===== src/rtl/fifo_umbral_param_if.sv =====
// Bus bundle for fifo_umbral_param: write/read requests, threshold programming and status.
// push/pop are single-cycle requests sampled on every rising edge; there is no ready/back-pressure,
// a request the FIFO cannot honour is dropped (RESET/INIT/ERROR) or raises the sticky error.
interface fifo_umbral_param_if #(
  parameter int DATA_W = 10,
  parameter int ADDR_W = 3
);
  logic              init;
  logic [ADDR_W:0]   limit_low;
  logic [ADDR_W:0]   limit_high;
  logic              push;
  logic [DATA_W-1:0] data_in;
  logic              pop;
  logic [DATA_W-1:0] data_out;
  logic              valid_out;
  logic              full;
  logic              empty;
  logic              almost_full;
  logic              almost_empty;
  logic              error;
  logic [ADDR_W:0]   fill_count;
  logic [2:0]        state;

  modport master (
    output init, limit_low, limit_high, push, data_in, pop,
    input  data_out, valid_out, full, empty, almost_full, almost_empty, error, fill_count, state
  );

  modport slave (
    input  init, limit_low, limit_high, push, data_in, pop,
    output data_out, valid_out, full, empty, almost_full, almost_empty, error, fill_count, state
  );
endinterface


===== src/rtl/fifo_umbral_param.sv =====
// Parametrised FIFO with run-time almost-full/almost-empty thresholds latched in INIT,
// sticky overflow/underflow error and a RESET/INIT/IDLE/ACTIVE/ERROR control FSM.
module fifo_umbral_param #(
  parameter int DATA_W = 10,
  parameter int ADDR_W = 3
) (
  input logic                clk,
  input logic                reset,
  fifo_umbral_param_if.slave bus
);
  localparam int              DEPTH      = 2 ** ADDR_W;
  localparam logic [ADDR_W:0] DEPTH_C    = (ADDR_W + 1)'(DEPTH);
  localparam logic [ADDR_W:0] LIM_HI_RST = (ADDR_W + 1)'(DEPTH - 1);
  localparam logic [ADDR_W:0] CNT_ONE    = (ADDR_W + 1)'(1);
  localparam logic [ADDR_W-1:0] PTR_ONE  = ADDR_W'(1);

  typedef enum logic [2:0] {
    S_RESET  = 3'd0,
    S_INIT   = 3'd1,
    S_IDLE   = 3'd2,
    S_ACTIVE = 3'd3,
    S_ERROR  = 3'd4
  } state_t;

  state_t            r_state;
  state_t            w_next_state;
  logic [DATA_W-1:0] r_mem [DEPTH];
  logic [ADDR_W-1:0] r_wr_ptr;
  logic [ADDR_W-1:0] r_rd_ptr;
  logic [ADDR_W:0]   r_count;
  logic [ADDR_W:0]   r_lim_lo;
  logic [ADDR_W:0]   r_lim_hi;
  logic [DATA_W-1:0] r_data_out;
  logic              r_valid_out;
  logic              r_error;
  logic              w_full;
  logic              w_push_ok;
  logic              w_pop_ok;
  logic              w_err_set;
  logic              w_flush;

  assign w_full = (r_count == DEPTH_C);

  always_comb begin
    w_next_state = r_state;
    w_push_ok    = 1'b0;
    w_pop_ok     = 1'b0;
    w_err_set    = 1'b0;
    w_flush      = 1'b0;
    case (r_state)
      S_RESET: w_next_state = bus.init ? S_INIT : S_IDLE;
      S_INIT: begin
        w_flush = 1'b1;
        if (!bus.init) w_next_state = S_IDLE;
      end
      S_IDLE: begin
        // Empty: a pop is an underflow even with a simultaneous push (no bypass).
        if (bus.init) begin
          w_next_state = S_INIT;
        end else if (bus.pop) begin
          w_err_set    = 1'b1;
          w_next_state = S_ERROR;
        end else if (bus.push) begin
          w_push_ok    = 1'b1;
          w_next_state = S_ACTIVE;
        end
      end
      S_ACTIVE: begin
        if (bus.init) begin
          w_next_state = S_INIT;
        end else if (bus.push && !bus.pop && w_full) begin
          w_err_set    = 1'b1;
          w_next_state = S_ERROR;
        end else begin
          w_push_ok = bus.push;
          w_pop_ok  = bus.pop;
          if (bus.pop && !bus.push && (r_count == CNT_ONE)) w_next_state = S_IDLE;
        end
      end
      S_ERROR: if (bus.init) w_next_state = S_INIT;
      default: w_next_state = S_RESET;
    endcase
  end

  always_ff @(posedge clk or negedge reset) begin
    if (!reset) r_state <= S_RESET;
    else        r_state <= w_next_state;
  end

  always_ff @(posedge clk or negedge reset) begin
    if (!reset) begin
      r_wr_ptr    <= '0;
      r_rd_ptr    <= '0;
      r_count     <= '0;
      r_data_out  <= '0;
      r_valid_out <= 1'b0;
      r_error     <= 1'b0;
      r_lim_lo    <= CNT_ONE;
      r_lim_hi    <= LIM_HI_RST;
    end else begin
      r_valid_out <= w_pop_ok;
      if (w_flush) begin
        r_wr_ptr <= '0;
        r_rd_ptr <= '0;
        r_count  <= '0;
        r_error  <= 1'b0;
        r_lim_lo <= bus.limit_low;
        r_lim_hi <= bus.limit_high;
      end else begin
        if (w_err_set) r_error <= 1'b1;
        if (w_push_ok) r_wr_ptr <= r_wr_ptr + PTR_ONE;
        if (w_pop_ok) begin
          // Reads the old word even when full and wr_ptr == rd_ptr in the same cycle.
          r_data_out <= r_mem[r_rd_ptr];
          r_rd_ptr   <= r_rd_ptr + PTR_ONE;
        end
        if (w_push_ok && !w_pop_ok)      r_count <= r_count + CNT_ONE;
        else if (w_pop_ok && !w_push_ok) r_count <= r_count - CNT_ONE;
      end
    end
  end

  always_ff @(posedge clk) begin
    if (w_push_ok) r_mem[r_wr_ptr] <= bus.data_in;
  end

  assign bus.data_out     = r_data_out;
  assign bus.valid_out    = r_valid_out;
  assign bus.full         = w_full;
  assign bus.empty        = (r_count == '0);
  assign bus.almost_full  = (r_count >= r_lim_hi);
  assign bus.almost_empty = (r_count <= r_lim_lo);
  assign bus.error        = r_error;
  assign bus.fill_count   = r_count;
  assign bus.state        = r_state;
endmodule


===== src/flat_wrapper.sv =====
// flat-port wrapper written by rule: the top's interface ports become plain ports
module fifo_umbral_param_flat 
#(
  parameter int DATA_W = 10,
  parameter int ADDR_W = 3
)
  (clk, reset, bus_init, bus_limit_low, bus_limit_high, bus_push, bus_data_in, bus_pop, bus_data_out, bus_valid_out, bus_full, bus_empty, bus_almost_full, bus_almost_empty, bus_error, bus_fill_count, bus_state);
  fifo_umbral_param_if #(.DATA_W(DATA_W), .ADDR_W(ADDR_W)) bus_i ();
  input logic clk;
  input logic reset;
  input wire logic [$bits(bus_i.init)-1:0] bus_init;
  input wire logic [$bits(bus_i.limit_low)-1:0] bus_limit_low;
  input wire logic [$bits(bus_i.limit_high)-1:0] bus_limit_high;
  input wire logic [$bits(bus_i.push)-1:0] bus_push;
  input wire logic [$bits(bus_i.data_in)-1:0] bus_data_in;
  input wire logic [$bits(bus_i.pop)-1:0] bus_pop;
  output wire logic [$bits(bus_i.data_out)-1:0] bus_data_out;
  output wire logic [$bits(bus_i.valid_out)-1:0] bus_valid_out;
  output wire logic [$bits(bus_i.full)-1:0] bus_full;
  output wire logic [$bits(bus_i.empty)-1:0] bus_empty;
  output wire logic [$bits(bus_i.almost_full)-1:0] bus_almost_full;
  output wire logic [$bits(bus_i.almost_empty)-1:0] bus_almost_empty;
  output wire logic [$bits(bus_i.error)-1:0] bus_error;
  output wire logic [$bits(bus_i.fill_count)-1:0] bus_fill_count;
  output wire logic [$bits(bus_i.state)-1:0] bus_state;
  assign bus_i.init = bus_init;
  assign bus_i.limit_low = bus_limit_low;
  assign bus_i.limit_high = bus_limit_high;
  assign bus_i.push = bus_push;
  assign bus_i.data_in = bus_data_in;
  assign bus_i.pop = bus_pop;
  assign bus_data_out = bus_i.data_out;
  assign bus_valid_out = bus_i.valid_out;
  assign bus_full = bus_i.full;
  assign bus_empty = bus_i.empty;
  assign bus_almost_full = bus_i.almost_full;
  assign bus_almost_empty = bus_i.almost_empty;
  assign bus_error = bus_i.error;
  assign bus_fill_count = bus_i.fill_count;
  assign bus_state = bus_i.state;
  fifo_umbral_param #(.DATA_W(DATA_W), .ADDR_W(ADDR_W)) u_core (.clk(clk), .reset(reset), .bus(bus_i));
endmodule

===== config.mk =====
export PLATFORM = sky130hd
export DESIGN_NAME = fifo_umbral_param_flat
export DESIGN_NICKNAME = d
export VERILOG_FILES = /design/src/rtl/fifo_umbral_param_if.sv /design/src/rtl/fifo_umbral_param.sv /design/src/flat_wrapper.sv
export SDC_FILE = /design/constraint.sdc
export NUM_CORES = 1
export LEC_CHECK = 0
export BUFFER_PORTS_ARGS = -buffer_cell sky130_fd_sc_hd__clkbuf_2
export CAP_MARGIN = 20
export CORE_ASPECT_RATIO = 2
export CORE_MARGIN = 10
export CORE_UTILIZATION = 30
export CTS_BUF_LIST = sky130_fd_sc_hd__clkbuf_8
export DETAILED_ROUTE_END_ITERATION = 16
export GPL_ROUTABILITY_DRIVEN = 0
export GPL_TIMING_DRIVEN = 0
export SLEW_MARGIN = 10
export SYNTH_ARGS = -nofsm -noshare
export SYNTH_HDL_FRONTEND = slang
export SYNTH_SLANG_ARGS = --single-unit

===== constraint.sdc =====
create_clock -name clk -period 5.8 [get_ports clk]
set_input_delay 0.58 -clock clk [delete_from_list [all_inputs] [get_ports clk]]
set_output_delay 0.58 -clock clk [all_outputs]
set_load 0.1 [all_outputs]

==> Yosys cells after proc, flatten, opt, wreduce, memory -nomap -nowiden <==
Memory sizes are Yosys's and may differ from the RTL's. A register that Yosys moved wholly into a read port is not among the register bits.
Cells that the tools add are included.
{ "totals": {"ramBits": 80, "latchBits": 0, "mem_count": 1, "output_inout_bits": 23, "elab_cells": 81, "rom_bits": 0, "inputBits": 23, "register_bits": 23} }
{ "memory_table": {"columns": ["name", "words", "word_bits", "read_ports", "rd_clocked_by_memory_dff", "write_ports", "line_no", "rtl"], "rows": [
  ["u_core.r_mem", 8, 10, 1, 1, 1, "fifo_umbral_param.sv:27", "logic [DATA_W-1:0] r_mem [DEPTH];"]
]} }
{ "classes": {"n_shift": 0, "n_div": 0, "n_mux": 36, "n_reduce_logical": 19, "n_eq_ne": 10, "order_cmp": 2, "bitwise_logic": 1, "add_sub_neg": 4, "multipliers": 0} }
{ "op_table": {"columns": ["cell", "count"], "rows": [
  ["2-to-1 mux 3 bit", 12],
  ["2-to-1 mux 1 bit", 17],
  ["one-hot mux 3 bit (5 select lines)", 1],
  ["2-to-1 mux 4 bit", 3],
  ["adder 3 x 1 -> 3 bit (second input constant)", 2],
  ["equality test 3 x 2 -> 1 bit (second input constant)", 2],
  ["logical AND 1 bit", 6],
  ["nonzero test 2 bit", 3],
  ["zero test 1 bit", 5],
  ["adder 4 x 1 -> 4 bit (second input constant)", 1],
  ["equality test 4 x 1 -> 1 bit (second input constant)", 1],
  ["equality test 4 bit (second input constant)", 1],
  ["greater-or-equal comparator 4 bit", 1],
  ["less-or-equal comparator 4 bit", 1],
  ["zero test 4 bit", 1],
  ["!= test 2 bit (second input constant)", 2],
  ["!= test 4 x 2 -> 1 bit (second input constant)", 1],
  ["!= test 4 bit (second input constant)", 1],
  ["one-hot mux 1 bit (2 select lines)", 2],
  ["AND reduction 4 bit", 1],
  ["subtractor 4 x 1 -> 4 bit (second input constant)", 1],
  ["equality test 3 x 1 -> 1 bit (second input constant)", 1],
  ["equality test 3 bit (second input constant)", 1],
  ["zero test 3 bit", 1],
  ["other kinds (4)", 4]
]} }

==> Depth between registers and ports, before layout <==
{ "logic_depth": {"ltp_word": 11, "depth_mapped": 10, "depth_no_buf": 10} }

==> Worst setup path after synthesis <==
OpenSTA, ideal clock, no wires.
{ "synth_timing": {"path_kind": "flip-flop to output port", "startpoint": "register u_core.r_count[1] (netlist: u_core.bus.fill_count[1])", "endpoint": "output bus_almost_empty", "stages_incl_launch_ff": 6, "required_ps": 5220, "path_slack_ps": 1302, "t_arrival_ps": 3918, "path_buffers": 0, "cell_sequence": "dfrtp_1 ha_1 nor2b_1 o21a_1 o21a_1 o21ai_0"} }
{ "synth_between": {"elab_chain_cells": 1} }
{ "synth_rtl": {"columns": ["item", "line_no", "rtl"], "rows": [
  ["start, declared", "fifo_umbral_param.sv:30", "logic [ADDR_W:0] r_count;"],
  ["start signal, assigned", "fifo_umbral_param.sv:117", "if (w_push_ok && !w_pop_ok) r_count <= r_count + CNT_ONE;"],
  ["start signal, assigned", "fifo_umbral_param.sv:118", "else if (w_pop_ok && !w_push_ok) r_count <= r_count - CNT_ONE;"],
  ["less-or-equal comparator 4 bit", "fifo_umbral_param.sv:132", "assign bus.almost_empty = (r_count <= r_lim_lo);"],
  ["end, declared", "flat_wrapper.sv:22", "output wire logic [$bits(bus_i.almost_empty)-1:0] bus_almost_empty;"]
]} }
No other way between the ends.

==> Final worst setup path <==
{ "layout_timing": {"startpoint": "register u_core.r_count[0] (netlist: u_core.bus.fill_count[0])", "endpoint": "output bus_almost_full"} }
{ "layout_between": {"elab_chain_cells": 1} }
{ "layout_rtl": {"columns": ["item", "line_no", "rtl"], "rows": [
  ["greater-or-equal comparator 4 bit", "fifo_umbral_param.sv:131", "assign bus.almost_full = (r_count >= r_lim_hi);"],
  ["end, declared", "flat_wrapper.sv:21", "output wire logic [$bits(bus_i.almost_full)-1:0] bus_almost_full;"]
]} }
No other way between the ends.

==> flow_summary.rst <==
.. list-table::
   :header-rows: 1

   * - Metric
     - Value
   * - Number of I/O pins
     - 46
   * - Leakage power
     - 2.15 nW
   * - Final Hold Violating Endpoints
     - 0
   * - Growth of design area from synthesis to finish
     - 19.5%
   * - Clock transition at the register clock pins on the worst setup and hold paths after CTS
     - 0.08 ns
   * - Unrepaired setup endpoints after global routing
     - false
   * - Cell family contributing the most delay on the critical path
     - compound AO/OA/AOI/OAI gates
   * - Status
     - finished, final reports clean
   * - Final instance area
     - 5760 um^2
   * - Half-perimeter wire length after placement
     - 7450 um
   * - Detailed-routed wire length on met2
     - 5810 um
   * - Cell chain of the critical path
     - inv_1 -> ha_1 -> nand2b_1 -> a21o_1 -> a21o_1 -> a21o_1 -> clkbuf_2
   * - Via count
     - 2898
   * - Share of final-layout standard cells stronger than drive strength 1
     - 26.0%
   * - Cell Area, Synth
     - 4820 um^2
   * - Slew margin rel.
     - 29.7%
   * - Number of storage elements in the synthesis netlist
     - 113
   * - Nets in the synthesized netlist
     - 376
   * - Arrival @ worst endpoint
     - 2.40 ns
   * - Prevailing post-synth register cell
     - sky130_fd_sc_hd__edfxtp_1
   * - Maximum clock frequency
     - 0.336 GHz
   * - Cell seen most often among critical-path stages
     - sky130_fd_sc_hd__a21o_1
   * - DR pass1 iterations
     - 4
   * - Number of input and output port buffers inserted
     - 45
   * - YS warnings
     - 0
   * - Later-pin clock latency in the skew report
     - 0.44 ns
   * - Worst path buffer plus inverter count
     - 2
   * - Actual transition at the worst max-transition pin
     - 1.05 ns
   * - Pwr Total
     - 0.00239 W
   * - Power density cells
     - 415 nW/um^2
   * - Final critical-path required period
     - 2.98 ns
   * - CP required
     - 5.22 ns
   * - Clock Root Buffer
     - sky130_fd_sc_hd__clkbuf_8
   * - Crit path largest cell delay
     - 0.48 ns
   * - Number of vias per cell after detailed routing
     - 4.64
   * - Count of pins over their slew limit
     - 0
   * - DRT met1 WL
     - 4050 um
   * - Post-detailed-route DRC marker count
     - 0
   * - # setup viols final
     - 0
   * - Std-Cell Rows
     - 65
   * - Global-route wire length before repair
     - 16500 um
   * - Biggest area contributors in the synthesized netlist
     - sky130_fd_sc_hd__edfxtp_1, sky130_fd_sc_hd__dfrtp_1, sky130_fd_sc_hd__mux2i_1, sky130_fd_sc_hd__ha_1, sky130_fd_sc_hd__a22oi_1
   * - CTS tree
     - built
   * - Placed instance count
     - 590
   * - Setup Total Neg Slack
     - 0 ns
   * - Classification of the worst-slack hold path
     - in2async
   * - Area share of the largest cell type after synthesis
     - 49.9%
   * - Chip width
     - 110 um
   * - Maximum number of pins on one net before global-route repair
     - 34
   * - CTS Buffer Depth
     - 2
   * - All-layer global routing usage
     - 10.3%
   * - Kind of start point of the critical path
     - flop
   * - Hold buffers post-CTS
     - 0
   * - Height of the die
     - 199 um
   * - Fin cells
     - 624
   * - Die area
     - 21800 um^2
   * - Via count of the first global-routing pass
     - 3109
   * - Top metal layer carrying routed signals
     - met4
   * - Count of distinct cell types in the synthesized netlist
     - 45
   * - Number of cells upsized or downsized after cts
     - 0
   * - Total number of clock tree sinks
     - 113
   * - Worst VDD drop
     - 373 uV
   * - Slowest cell on the critical path
     - sky130_fd_sc_hd__dfrtp_1
   * - Fraction of registers with async set or reset after synthesis
     - 29.2%
   * - Length of routed met3 wiring
     - 589 um
   * - Worst Hold Slack
     - 0.268 ns
   * - Post-synth EDFFs
     - 80
   * - Critical path start-end classification
     - reg2out
   * - Kind of end point of the critical path
     - output port
   * - Max capacitance violation total
     - 0
   * - Initial cell density of the core
     - 30.5%
   * - Antenna viol nets, final
     - 0
   * - Initial antenna violation count
     - 0
   * - Placed Area
     - 5360 um^2
   * - Global route overflow
     - 0
   * - Average footprint of a synthesized cell
     - 14.2 um^2
   * - Most area-hungry cell type in the Yosys netlist
     - sky130_fd_sc_hd__edfxtp_1
   * - Antenna diode count
     - 0
   * - Count of buffers added by post-CTS timing repair for setup
     - 0
   * - Iteration-0 DRC count of the detailed router
     - 155
   * - Ratio of final minimum period to clock period
     - 51.4%
   * - Sequential share of the synthesized area
     - 67.1%
   * - Max H-tree Level
     - 4
   * - Cell count after synthesis
     - 339
   * - Worst setup skew after layout
     - 0.0167 ns
   * - Fin nets
     - 447
   * - Total length of routed wires
     - 10700 um
   * - CTS buffer count
     - 17
   * - Core region area
     - 15800 um^2
   * - WL per Instance
     - 17.1 um
   * - CP Max Fanout
     - 7
[placed cells by master, fill, tap and decap left out, types with 7 or more instances in the layout]
cell type and instances:
sky130_fd_sc_hd__edfxtp_1 80, sky130_fd_sc_hd__clkbuf_2 45, sky130_fd_sc_hd__mux2i_1 43, sky130_fd_sc_hd__dfrtp_1 29
sky130_fd_sc_hd__inv_1 21, sky130_fd_sc_hd__a22oi_1 20, sky130_fd_sc_hd__o21ai_0 17, sky130_fd_sc_hd__clkbuf_8 17
sky130_fd_sc_hd__nand2_1 15, sky130_fd_sc_hd__nor2_1 15, sky130_fd_sc_hd__ha_1 14, sky130_fd_sc_hd__nand3_1 12
sky130_fd_sc_hd__buf_6 8, sky130_fd_sc_hd__nand2b_1 7
[final timing paths]
kind	startpoint	end	slack, ns	depth (start not counted)
worst min-delay path	reset	u_core.bus.data_out[6]	0.27	1
min in group clk	bus_limit_high[1]	u_core.r_lim_hi[1]	0.35	3
worst max register to register	u_core.bus.fill_count[0]	u_core.r_mem[3][8]	3.13	7
max in group asynchronous	reset	u_core.bus.data_out[0]	4.97	1
worst max-delay path	u_core.bus.fill_count[0]	bus_almost_full	2.82	7
worst min register to register	u_core.r_lim_hi[1]	u_core.r_lim_hi[1]	0.51	2
[state kept, by name (all words and copies together), names as in the netlist]
name,cells
u_core.r_mem,80
u_core.bus.fill_count,4
u_core.bus.valid_out,1
u_core.r_lim_lo,4
u_core.r_wr_ptr,3
u_core.r_lim_hi,4
u_core.bus.data_out,10
u_core.r_rd_ptr,3
u_core.bus.error,1
u_core.bus.state,3
[layer usage]
metal	vias up	GRT usage, %
met1	1413	10.3
li1	1393	-
met5	-	0
met4	0	4.26
met2	76	18.5
met3	16	3.52
[stage by stage]
step,setup slack (ns),util [%]
global route,2.68,36.5
floorplan,1.30,-
CTS,2.75,36.4
finish,2.82,36.5
detailed placement,2.93,33.9
global placement,2.52,33.6
[synthesized netlist by cell type, types with 2 or more instances]
master and count:
sky130_fd_sc_hd__o21ai_1 6, sky130_fd_sc_hd__ha_1 14, sky130_fd_sc_hd__xnor2_1 3, sky130_fd_sc_hd__inv_1 20, sky130_fd_sc_hd__nand2b_1 7, sky130_fd_sc_hd__edfxtp_1 80
sky130_fd_sc_hd__mux2_2 2, sky130_fd_sc_hd__nand2_1 15, sky130_fd_sc_hd__dfstp_2 4, sky130_fd_sc_hd__buf_4 4, sky130_fd_sc_hd__dfrtp_1 29, sky130_fd_sc_hd__buf_2 5
sky130_fd_sc_hd__buf_1 2, sky130_fd_sc_hd__o21a_1 2, sky130_fd_sc_hd__a21oi_1 6, sky130_fd_sc_hd__a21o_1 3, sky130_fd_sc_hd__nor2_1 15, sky130_fd_sc_hd__nand3_1 12
sky130_fd_sc_hd__xor2_1 2, sky130_fd_sc_hd__o21ai_0 17, sky130_fd_sc_hd__nor2b_1 5, sky130_fd_sc_hd__nand4_1 2, sky130_fd_sc_hd__mux2i_1 43, sky130_fd_sc_hd__a22oi_1 20
[power breakdown]
part | total (W) | internal [W] | switching [W]
sequential | 0.000977 | 0.000928 | 0.0000490
clock | 0.000704 | 0.000377 | 0.000327
combinational | 0.000707 | 0.000146 | 0.000562
[cells by family after synthesis]
logic type	synth area share, %
muxes	9.40
buffers and inverters	3.25
xor gates and xnor gates	0.909
AOI/OAI and AO/OA	7.56
adders and majority gates	3.64
DFF	67.1
and+or+nand+nor	8.13
[layout make-up]
cell class                 instances  area, um^2
buffer                            13        77.6
timing repair buffer              52         304
multi-input combinational        192        1430
inverter                          21        78.8
fill                            1567       10000
tap                              201         251
clock inverter                    15         146
clock buffer                      17         234
sequential                       113        3230
Note: power is estimated with default switching activity, not from simulation.
